==> config.mk <==
export PLATFORM = sky130hd
export DESIGN_NAME = pipe_reg_elastic
export DESIGN_NICKNAME = d
export VERILOG_FILES = /design/src/rtl/pipe_reg_elastic.sv
export SDC_FILE = /design/constraint.sdc
export NUM_CORES = 1
export LEC_CHECK = 0
export CAP_MARGIN = 5
export CORE_ASPECT_RATIO = 0.7
export CORE_MARGIN = 8
export CORE_UTILIZATION = 42
export CTS_CLUSTER_DIAMETER = 100
export DETAILED_ROUTE_END_ITERATION = 16
export GPL_TIMING_DRIVEN = 0
export PLACE_DENSITY = 0.84
export SYNTH_ARGS = -nofsm -noshare
export SYNTH_HDL_FRONTEND = slang
export SYNTH_SLANG_ARGS = --single-unit
==> constraint.sdc <==
create_clock -name Clk -period 8.1 [get_ports Clk]
set_input_delay 1.62 -clock Clk [delete_from_list [all_inputs] [get_ports Clk]]
set_output_delay 1.62 -clock Clk [all_outputs]
set_load 0.02 [all_outputs]
==> src/rtl/pipe_reg_elastic.sv <==
// Elastic pipeline register: DEPTH stages with valid/ready handshake, bubble collapse,
// optional per-stage skid entry for a registered upstream ready, plus stall and flush.
module pipe_reg_elastic #(
  parameter int DATA_W = 133,
  parameter int DEPTH  = 1,
  parameter int SKID   = 0
) (
  input  logic              Clk,
  input  logic              Rst,
  input  logic              InValid,
  output logic              InReady,
  input  logic [DATA_W-1:0] InData,
  output logic              OutValid,
  input  logic              OutReady,
  output logic [DATA_W-1:0] OutData,
  input  logic              Stall,
  input  logic              Flush,
  output logic [3:0]        Count
);

  logic [DEPTH-1:0]  r_mv;
  logic [DATA_W-1:0] r_md [DEPTH];
  logic              w_block;
  logic              w_in_fire;
  logic [DEPTH-1:0]  w_ld;
  logic [DATA_W-1:0] w_src [DEPTH];

  assign w_block   = Rst | Flush | Stall;
  assign OutValid  = r_mv[DEPTH-1] & ~w_block;
  assign OutData   = r_md[DEPTH-1];
  assign w_in_fire = InValid & InReady;

  // Stage 0 loads from the input port, every later stage from its predecessor's main entry
  always_comb begin
    w_src[0] = InData;
    for (int i = 1; i < DEPTH; i++) w_src[i] = r_md[i-1];
  end

  if (SKID == 0) begin : g_comb
    logic [DEPTH-1:0] w_adv;

    // A stage advances when some later stage is empty (bubble collapses) or the tail is popped
    always_comb begin
      logic tail_full;
      tail_full = 1'b1;
      w_adv     = '0;
      for (int i = DEPTH - 1; i >= 0; i--) begin
        w_adv[i]  = r_mv[i] & ~w_block & (~tail_full | OutReady);
        tail_full = tail_full & r_mv[i];
      end
    end

    always_comb begin
      w_ld[0] = w_in_fire;
      for (int i = 1; i < DEPTH; i++) w_ld[i] = w_adv[i-1];
    end

    assign InReady = ~w_block & (~r_mv[0] | w_adv[0]);

    always_ff @(posedge Clk) begin
      if (Rst) begin
        r_mv <= '0;
        for (int i = 0; i < DEPTH; i++) r_md[i] <= '0;
      end else if (Flush) begin
        r_mv <= '0;
      end else if (!Stall) begin
        for (int i = 0; i < DEPTH; i++) begin
          r_mv[i] <= w_ld[i] | (r_mv[i] & ~w_adv[i]);
          if (w_ld[i]) r_md[i] <= w_src[i];
        end
      end
    end

    always_comb begin
      Count = '0;
      for (int i = 0; i < DEPTH; i++) Count = Count + 4'(r_mv[i]);
    end
  end else begin : g_skid
    logic [DEPTH-1:0]  r_sv;
    logic [DATA_W-1:0] r_sd [DEPTH];
    logic              r_in_rdy;
    logic [DEPTH-1:0]  w_succ_rdy;
    logic [DEPTH-1:0]  w_ofire;
    logic [DEPTH-1:0]  w_mv_n;
    logic [DEPTH-1:0]  w_sv_n;
    logic [DATA_W-1:0] w_md_n [DEPTH];
    logic [DATA_W-1:0] w_sd_n [DEPTH];

    // A successor can always take one entry while its skid slot is free
    always_comb begin
      w_succ_rdy[DEPTH-1] = OutReady;
      for (int i = 0; i < DEPTH - 1; i++) w_succ_rdy[i] = ~r_sv[i+1];
    end

    assign w_ofire = r_mv & w_succ_rdy & {DEPTH{~w_block}};

    always_comb begin
      w_ld[0] = w_in_fire;
      for (int i = 1; i < DEPTH; i++) w_ld[i] = w_ofire[i-1];
    end

    assign InReady = r_in_rdy & ~w_block;

    // Main entry is always the older one; a held skid entry refills main before new input
    always_comb begin
      w_mv_n = r_mv;
      w_sv_n = r_sv;
      for (int i = 0; i < DEPTH; i++) begin
        w_md_n[i] = r_md[i];
        w_sd_n[i] = r_sd[i];
        if (r_sv[i]) begin
          if (w_ofire[i]) begin
            w_md_n[i] = r_sd[i];
            w_sv_n[i] = 1'b0;
          end
        end else if (w_ld[i]) begin
          if (~r_mv[i] | w_ofire[i]) begin
            w_md_n[i] = w_src[i];
            w_mv_n[i] = 1'b1;
          end else begin
            w_sd_n[i] = w_src[i];
            w_sv_n[i] = 1'b1;
          end
        end else if (w_ofire[i]) begin
          w_mv_n[i] = 1'b0;
        end
      end
    end

    always_ff @(posedge Clk) begin
      if (Rst) begin
        r_mv     <= '0;
        r_sv     <= '0;
        r_in_rdy <= 1'b1;
        for (int i = 0; i < DEPTH; i++) begin
          r_md[i] <= '0;
          r_sd[i] <= '0;
        end
      end else if (Flush) begin
        r_mv     <= '0;
        r_sv     <= '0;
        r_in_rdy <= 1'b1;
      end else if (!Stall) begin
        r_mv     <= w_mv_n;
        r_sv     <= w_sv_n;
        r_in_rdy <= ~w_sv_n[0];
        for (int i = 0; i < DEPTH; i++) begin
          r_md[i] <= w_md_n[i];
          r_sd[i] <= w_sd_n[i];
        end
      end
    end

    always_comb begin
      Count = '0;
      for (int i = 0; i < DEPTH; i++) Count = Count + 4'(r_mv[i]) + 4'(r_sv[i]);
    end
  end

endmodule

== Word-level counts from Yosys, hierarchy flattened ==
Memory sizes are Yosys's and may differ from the RTL's.
Index checks and enable logic that the tools add are counted.

* Multiplexer cells: 9
* Bitwise logic cells: 12
* Reduce and logical (&&, ||, !) cells: 2

{| class="wikitable"
|+ Operators with widths
! kind !! number
|-
| two-way mux 133 bit || 1
|-
| OR reduction 133 bit || 1
|-
| two-way mux 1 bit || 8
|-
| bitwise AND 1 bit || 5
|-
| OR 1 bit || 4
|-
| inverter 1 bit || 3
|-
| OR reduction 2 bit || 1
|}

* Register bits after elaboration: 1
* Bits in writable memories: 133
* Bits of input ports: 139
* Output and inout bits: 139
* Word-level logic and storage cells: 25
* Memories: 1

{| class="wikitable"
|+ Memories
! memory !! words !! width !! rd ports !! clocked after Yosys merged registers in !! wr ports !! line !! RTL
|-
| r_md || 1 || 133 || 1 || 0 || 1 || 22 || <nowiki>logic [DATA_W-1:0] r_md [DEPTH];</nowiki>
|}

== Logic depth before layout (Yosys ltp) ==
Gate-level depths: netlist (run 1).

* Word-level depth: 15
* Mapped depth: 6
* Depth with buffers taken out: 3

== Worst setup path before layout (run 1) ==
Ideal clock, no wire load.

* Path kind: input to register
* From: in Stall
* To: mem r_md[0][0], enable pin
* Library setup time: 0.436 ns
* Arrival time: 3.884 ns
* Data required time: 7.664 ns
* Path slack: 3.780 ns
* Cell stages on the path: 5
* Buffers on the path: 2
* Cell sequence: nor3_2 > and3b_1 > buf_6 > buf_6 > or2_2

* Cells in the longest elaborated chain, start to end: 14

{| class="wikitable"
|+ Ends and longest elaborated chain
! item !! line !! RTL
|-
| from (decl) || 16 || <nowiki>input logic Stall,</nowiki>
|-
| OR 1 bit || 28 || <nowiki>assign w_block = Rst | Flush | Stall;</nowiki>
|-
| inverter 1 bit || 48, 58 ||
|-
| bitwise AND 1 bit (2 in a row) || 48 || <nowiki>w_adv[i] = r_mv[i] & ~w_block & (~tail_full | OutReady);</nowiki>
|-
| OR 1 bit || 58 || <nowiki>assign InReady = ~w_block & (~r_mv[0] | w_adv[0]);</nowiki>
|-
| bitwise AND 1 bit || 58 ||
|-
| bitwise AND 1 bit || 31 || <nowiki>assign w_in_fire = InValid & InReady;</nowiki>
|-
| two-way mux 1 bit || 69 || <nowiki>if (w_ld[i]) r_md[i] <= w_src[i];</nowiki>
|-
| two-way mux 1 bit (*) || 66 || <nowiki>end else if (!Stall) begin</nowiki>
|-
| two-way mux 1 bit (*) || 64 || <nowiki>end else if (Flush) begin</nowiki>
|-
| two-way mux 1 bit (*) || 61 || <nowiki>if (Rst) begin</nowiki>
|-
| two-way mux 1 bit (implied by the code) (*) || 69 ||
|-
| OR reduction 133 bit (no source line) || n/a ||
|-
| two-way mux 1 bit (no source line) (*) || n/a ||
|-
| to (decl) || 22 ||
|}

Every way passes the cells marked *; elsewhere a longest branch is shown, timed or not.

== Worst setup path after layout (run 1) ==
* From: in Stall
* To: out InReady

* Cells in the longest elaborated chain, start to end: 6

{| class="wikitable"
|+ Ends and longest elaborated chain
! item !! line !! RTL
|-
| OR 1 bit (*) || 28 ||
|-
| inverter 1 bit (*) || 48, 58 ||
|-
| bitwise AND 1 bit (2 in a row) || 48 ||
|-
| OR 1 bit || 58 ||
|-
| bitwise AND 1 bit (*) || 58 ||
|-
| to (decl) || 11 || <nowiki>output logic InReady,</nowiki>
|}

Marked as above.

==> impl_metrics.json, run 1 <==
{
  "rr_worst_depth": 6,
  "wire_per_inst_um": 19.3,
  "cp-start-kind": "input pin",
  "htree_levels": 4,
  "viasPerCell": 4.47,
  "ys.flop_type": "edfxtp_1",
  "start_util": 0.433,
  "hold_start": "g_comb.$2.tail_full",
  "rsz0062_at_grt": "false",
  "ir_drop_uv": 144,
  "period_minus_slack_ns": 4.75,
  "clk_latency_ns": 0.40,
  "die_area_um2": 15900,
  "maxSlewViolCount": 0,
  "grt_pass1_vias": 3696,
  "drc": 0,
  "setup_viol": 0,
  "cts.path.max_buffers": 2,
  "die_h_um": 108,
  "holdPathStages": 2,
  "ys_types": 15,
  "syn_avg_cell_area_um2": 17.1,
  "power_density_nw_per_um2": 202,
  "critPathKind": "in2out",
  "r2r-start": "g_comb.$2.tail_full",
  "area_growth_pct": 70.5,
  "crit_required_ns": 6.48,
  "status": "finished, final reports clean",
  "drt-initial-drc-count": 139,
  "routabilityCongestion": 0.773,
  "synth_area_leaders": "edfxtp_1, and2_1, buf_6",
  "final_cells": 764,
  "p_leak_nw": 3.30,
  "grt_util_all_layers": 0.181,
  "grt_pass1_wl_um": 21700,
  "reg2reg_slack_ns": 5.86,
  "synth_common_cells": "and2_1, edfxtp_1, buf_6, clkbuf_2, buf_4",
  "end_kind": "output pin",
  "netlist_instances": 297,
  "post_cts_buffers": 0,
  "fin_skew_ns": 0.00734,
  "drive_above_1_share": 0.0890,
  "slew_headroom": 0.603,
  "clock_sinks": 134,
  "cp.arrival_ns": 3.13,
  "ys_seq_elements": 134,
  "synth-warning-count": 0,
  "cts_tree": "done",
  "ant_nets": 0,
  "finalSetupTns_ns": 0,
  "numCtsBuffers": 17,
  "core_area_um2": 11700,
  "die_w_um": 147,
  "n_antenna_cell": 0,
  "p_total_mw": 1.75,
  "syn-cell-area_um2": 5070,
  "port_buffers": 274,
  "fin_crit_sh": 0.587,
  "nNetsFinal": 733,
  "antenna_found_initial": 0,
  "ios": 278,
  "num_vias": 3414,
  "grt_start_max_net_pins": 52,
  "cts_hold_buffers": 0,
  "crit_start": "Stall",
  "synth_largest_area_cell": "edfxtp_1",
  "cts_resized": 0,
  "synthArstFlopShare": 0,
  "place_hpwl_um": 11500,
  "hp-class": "reg2reg",
  "yosysSeqAreaShare": 0.791,
  "yosysMostFrequentCell": "and2_1",
  "drv_cap": 0,
  "cp_max_fo": 3,
  "hold_viol_final": 0,
  "synth_edf_count": 133,
  "place_inst": 732,
  "fmax_ghz": 0.210,
  "rows": 33,
  "drtPass1Iterations": 4,
  "cts_root_buf": "clkbuf_16",
  "grt_overflow": 0,
  "synth_top_cell_area_share": 0.787,
  "cts.clk_slew.worst_paths_ns": 0.06,
  "drt-total-wl_um": 14700,
  "worst_slew_pin_slew_ns": 0.595
}
report_power, final:
group | internal (mW) | switching, mW
sequential | 0.793 | 0.00786
combinational | 0.115 | 0.0834
clock | 0.456 | 0.293
total | 1.36 | 0.384
metal layers:
metal	share of wire	up-vias	GRT usage
li1	-	1621	-
met1	0.35	1577	0.175
met2	0.50	199	0.317
met3	0.14	17	0.110
met4	0.016	0	0.0660
met5	0	-	0
worst paths after layout:
kind,to
setup / recovery,InReady
hold reg to reg,g_comb.$2.tail_full
hold / removal,g_comb.$2.tail_full
setup reg to reg,r_md[0][69]
flip-flops by register name (all words and copies together) (netlist names):
| register | flops |
|---|---|
| r_md | 133 |
| g_comb.$2.tail_full | 1 |
per-stage QoR:
step / setup slack (ns) / utilization / hold WS (ns) / instance area (um^2)
3_3_place_gp: 2.57 / 0.684 / 0.540 / 8020
3_5_place_dp: 3.33 / 0.688 / 0.545 / 8070
2_1_floorplan: 3.78 / - / 0.505 / 5080
4_1_cts: 3.33 / 0.738 / 0.561 / 8650
6_report: 3.35 / 0.738 / 0.555 / 8650
5_1_grt: 3.25 / 0.738 / 0.581 / 8650
kinds of logic after synthesis:
logic type | synth area share
compound gates | 0.000985
simple gates | 0.177
other cells | 0.000739
flops | 0.791
buf+inv | 0.0306
placed cells by master (no fill, tap or decap):
cell / count
or2_4: 1
clkinvlp_4: 5
and2_1: 134
a21oi_1: 1
and3b_1: 1
nor2b_2: 1
clkbuf_2: 7
clkdlybuf4s50_1: 274
bufinv_16: 2
clkinv_1: 1
nor3_2: 1
buf_6: 8
nand2b_1: 1
buf_12: 1
edfxtp_1: 133
clkbuf_1: 1
buf_4: 4
nor2b_1: 2
clkbuf_16: 17
inv_6: 4
conb_1: 3
nor3_1: 1
dfxtp_1: 1
buf_16: 1
clkinv_2: 1
clkinv_4: 1
cell type report:
class	instances	area, um^2
plain buffers	19	155
clock buffers	18	429
clock inverters	14	150
fillers	739	3080
multi-input cells	146	915
flip-flops and latches	134	4010
well taps	157	196
repair buffers	276	2790
worst max-delay path, cell delays in order:
cell             delay (ns)
clkdlybuf4s50_1        0.45
nor3_2                 0.24
nor2b_1                0.17
clkdlybuf4s50_1        0.65
No activity file was read; power rests on OpenSTA's default activity.
==> run 2: changes to the inputs <==
CORE_UTILIZATION = 35   (was 42)
PLACE_DENSITY = 0.74   (was 0.84)
clock period = 3.96 ns   (was 8.1 ns; I/O delays follow)
==> impl_metrics.json, run 2 (synthesis gave the netlist of run 1 again) <==
{
  "fin_crit_sh": 0.774,
  "routabilityCongestion": 0.817,
  "start_util": 0.361,
  "rr_endpoint": "r_md[0][55]",
  "n_fill_cell": 1059,
  "worst_slack_ns": 0.897,
  "placedInstanceArea_um2": 8110,
  "power_density_nw_per_um2": 409,
  "viasPerCell": 4.27,
  "n_antenna_cell": 0,
  "cts_hold_buffers": 0,
  "rsz0062_at_grt": "false",
  "cts.path.max_buffers": 2,
  "cts_tree": "done",
  "post-place-ws_ns": 0.702,
  "die_area_um2": 18700,
  "maxSlewViolCount": 0,
  "area_growth_pct": 71.0,
  "hold_viol_final": 0,
  "hp-class": "reg2reg",
  "crit_required_ns": 3.17,
  "p_total_mw": 3.55,
  "cts.clk_slew.worst_paths_ns": 0.05,
  "ant_nets": 0,
  "nNetsFinal": 733,
  "reg2reg_slack_ns": 1.71,
  "final_cells": 797,
  "worst_slew_pin_slew_ns": 0.611,
  "grt_pass1_vias": 3703,
  "clock_sinks": 134,
  "critical-path-top-delay-family": "buffers and inverters",
  "slew_headroom": 0.593,
  "grt_overflow": 0,
  "drive_above_1_share": 0.0873,
  "end_kind": "output pin",
  "cts_root_buf": "clkbuf_16",
  "status": "finished, final reports clean",
  "drv_cap": 0,
  "drc": 0,
  "rows": 36,
  "cp-start-kind": "input pin",
  "core_area_um2": 14100,
  "largest_register_ffs": 133,
  "post_cts_buffers": 0,
  "largest-register": "r_md",
  "ios": 278,
  "multi_input_comb_area_um2": 915,
  "drt-initial-drc-count": 194,
  "period_minus_slack_ns": 3.06,
  "drt-total-wl_um": 14300,
  "grt_pass1_wl_um": 21600,
  "mostFrequentLayoutCells": "clkdlybuf4s50_1, and2_1, edfxtp_1, clkbuf_16, buf_6",
  "port_buffers": 274,
  "fin_area_um2": 8680,
  "min_to": "g_comb.$2.tail_full",
  "die_h_um": 117,
  "grt_util_all_layers": 0.154,
  "place_inst": 765,
  "hold_start": "g_comb.$2.tail_full",
  "wire_per_inst_um": 18.0,
  "p_leak_nw": 3.30,
  "num_vias": 3406,
  "cts_resized": 0,
  "die_w_um": 160,
  "place_hpwl_um": 11200,
  "r2r-start": "g_comb.$2.tail_full",
  "path_buf_inv": 2,
  "drtPass1Iterations": 6,
  "crit_path_cell_trace": "clkdlybuf4s50_1, nor3_2, nor2b_1, clkdlybuf4s50_1",
  "layout_commonest_cell": "clkdlybuf4s50_1",
  "fmax_ghz": 0.326,
  "ir_drop_uv": 354,
  "holdPathStages": 2,
  "numCtsBuffers": 17,
  "critPathKind": "in2out",
  "fin_skew_ns": 0.00632,
  "holdWs_ns": 0.568,
  "cp_slowest_cell": "clkdlybuf4s50_1",
  "max_stage_delay_ns": 0.64,
  "antenna_found_initial": 0,
  "rr_worst_depth": 6,
  "crit_path_frequent_cell": "clkdlybuf4s50_1",
  "regArea_um2": 4010,
  "setup_viol": 0,
  "grt_start_max_net_pins": 54,
  "clk_latency_ns": 0.41,
  "htree_levels": 4,
  "cp_max_fo": 3,
  "cp.arrival_ns": 2.27
}
==> run 2: worst max-delay path by stage <==
stage	cells past startpoint	from	end	slack (ns)
after floorplan	5	Stall	r_md[0][0]	0.47
after global placement	6	Stall	r_md[0][102]	-0.73
after detailed placement	7	Stall	r_md[0][16]	0.70
after CTS	4	Stall	InReady	0.89
after global routing	4	Stall	InReady	0.79
final	4	Stall	InReady	0.90
==> run 2: worst register-to-register path, stage by stage (launching register included) <==
cell and delay [ns]:
dfxtp_1 0.33, nor2b_2 0.16, and3b_1 0.22, buf_6 0.15
buf_6 0.17, or2_4 0.54, buf_16 0.33
==> run 2: layout make-up <==
cell class	count	share of cell area
flip-flops and latches	134	0.463
repair buffers	276	0.322
multi-input cells	146	0.105
clock buffers	18	0.0495
well taps	190	0.0274
plain buffers	19	0.0179
clock inverters	14	0.0156
==> run 2: report_power, final <==
part | internal [mW] | switching, mW | leakage [nW]
clock | 0.919 | 0.588 | 0.267
sequential | 1.62 | 0.0156 | 1.43
combinational | 0.236 | 0.168 | 1.59
total | 2.78 | 0.772 | 3.30
==> run 2: per-layer routing <==
| layer | track usage | share of wire | up-vias |
|---|---|---|---|
| met5 | 0 | 0 | - |
| met4 | 0.0577 | 0.014 | 0 |
| met3 | 0.0901 | 0.12 | 15 |
| met2 | 0.254 | 0.48 | 181 |
| met1 | 0.163 | 0.38 | 1590 |
| li1 | - | - | 1620 |
==> run 2: metrics by stage <==
stage	utilization	TNS (ns)
after floorplan	-	0
after global placement	0.574	-96.46
after detailed placement	0.577	0
after CTS	0.617	0
after global routing	0.617	0
final	0.617	0
==> run 3: changes to the inputs <==
clock period = 2.6 ns   (was 3.96 ns; I/O delays follow)
==> impl_metrics.json, run 3 (synthesis gave the netlist of run 1 again) <==
{
  "period_minus_slack_ns": 2.52,
  "htree_levels": 4,
  "p_sw_frac": 0.205,
  "crit_required_ns": 2.08,
  "largest-register": "r_md",
  "power_density_nw_per_um2": 638,
  "drv_cap": 0,
  "cp_slowest_cell": "clkdlybuf4s50_1",
  "layout_commonest_cell": "clkdlybuf4s50_1",
  "antenna_found_initial": 0,
  "hold_start": "g_comb.$2.tail_full",
  "drtPass1Iterations": 4,
  "fmax_ghz": 0.397,
  "ios": 278,
  "power_frac_comb": 0.112,
  "path_buf_inv": 2,
  "fin_skew_ns": 0.00493,
  "grt_pass1_vias": 3679,
  "cts_tree": "done",
  "crit_path_cell_trace": "clkdlybuf4s50_1, nor3_2, nor2b_1, clkdlybuf4s50_1",
  "post_cts_buffers": 0,
  "drc": 0,
  "clk_latency_ns": 0.41,
  "num_vias": 3370,
  "utilization": 0.620,
  "status": "finished, final reports clean",
  "critical-path-top-delay-family": "buffers and inverters",
  "cts_resized": 0,
  "crit_end": "InReady",
  "drive_above_1_share": 0.0807,
  "die_h_um": 117,
  "place_hpwl_um": 11200,
  "grt_util_all_layers": 0.153,
  "holdWs_ns": 0.579,
  "place_inst": 765,
  "cp-start-kind": "input pin",
  "crit_start": "Stall",
  "mostFrequentLayoutCells": "clkdlybuf4s50_1, and2_1, edfxtp_1, clkbuf_16, buf_6",
  "holdPathStages": 2,
  "placedInstanceArea_um2": 8120,
  "cts_root_buf": "clkbuf_16",
  "grt_overflow": 0,
  "grt_pass1_wl_um": 21300,
  "rsz0062_at_grt": "false",
  "largest_register_ffs": 133,
  "cts.clk_slew.worst_paths_ns": 0.05,
  "netSwitchingPower_mw": 1.14,
  "cp_max_fo": 3,
  "port_buffers": 274,
  "die_area_um2": 18700,
  "finalSetupTns_ns": 0,
  "maxSlewViolCount": 0,
  "routabilityCongestion": 0.810,
  "numCtsBuffers": 17,
  "cp.arrival_ns": 2.00,
  "cp.depth": 4,
  "p_int_mw": 4.42,
  "core_area_um2": 14100,
  "post-place-ws_ns": -0.486,
  "wire_per_inst_um": 18.2,
  "pwr-share-seq": 0.448,
  "max_stage_delay_ns": 0.63,
  "n_antenna_cell": 0,
  "final_cells": 797,
  "rows": 36,
  "p_clk_frac": 0.440,
  "start_util": 0.361,
  "fin_crit_sh": 0.968,
  "critPathKind": "in2out",
  "hold_viol_final": 0,
  "fin_area_um2": 8710,
  "clock_sinks": 134,
  "r2r-start": "g_comb.$2.tail_full",
  "reg2reg_slack_ns": 0.52,
  "crit_path_frequent_cell": "clkdlybuf4s50_1",
  "drt-initial-drc-count": 195,
  "rr_endpoint": "r_md[0][97]",
  "setup_viol": 0,
  "cts.path.max_buffers": 2,
  "rr_worst_depth": 6,
  "nNetsFinal": 733,
  "p_leak_nw": 3.32,
  "cts_hold_buffers": 0,
  "drt-total-wl_um": 14500,
  "worst_slack_ns": 0.0840,
  "hp-class": "reg2reg",
  "ir_drop_uv": 476,
  "ant_nets": 0,
  "viasPerCell": 4.23,
  "area_growth_pct": 71.7,
  "end_kind": "output pin",
  "die_w_um": 160,
  "p_total_mw": 5.56,
  "grt_start_max_net_pins": 117
}
run 3: cell count changes in the layout (fill, tap and decap cells not counted), sizes merged:
cell / change
clkbuf: +4
bufinv: +2
clkinv: -2
clkinvlp: -2
buf: -1
inv: -1
run 3: metal layers:
layer	global-route usage	vias to the layer above	wire (um)
li1	-	1622	-
met1	0.152	1544	5320
met2	0.263	185	7080
met3	0.0951	19	1910
met4	0.0571	0	221
met5	0	-	0
run 3: power by group through the flow:
| stage | sequential [mW] | combinational, mW | clock (mW) |
|---|---|---|---|
| after global placement | 2.54 | 0.609 | 0 |
| after floorplan | 2.66 | 0.0864 | 0 |
| after detailed placement | 2.54 | 0.627 | 0 |
| after global routing | 2.50 | 0.655 | 2.57 |
| after CTS | 2.50 | 0.624 | 2.49 |
| final | 2.49 | 0.620 | 2.45 |
run 3: area by class of cell:
class / instances / area [um^2]
plain buffers: 19 / 155
clock buffers: 21 / 440
fillers: 1050 / 5340
well taps: 190 / 238
repair buffers: 276 / 2800
clock inverters: 11 / 156
flip-flops and latches: 134 / 4010
multi-input cells: 146 / 915
run 3: worst min path at each step:
stage / slack, ns / end
finish: 0.58 / g_comb.$2.tail_full
global route: 0.63 / g_comb.$2.tail_full
CTS: 0.58 / g_comb.$2.tail_full
detailed placement: 0.57 / g_comb.$2.tail_full
global placement: 0.55 / g_comb.$2.tail_full
floorplan: 0.51 / g_comb.$2.tail_full
run 3: worst min-delay path, stage by stage, from the launching register on:
cell and delay (ns):
dfxtp_1 0.33, a21oi_1 0.13, nor3_1 0.06
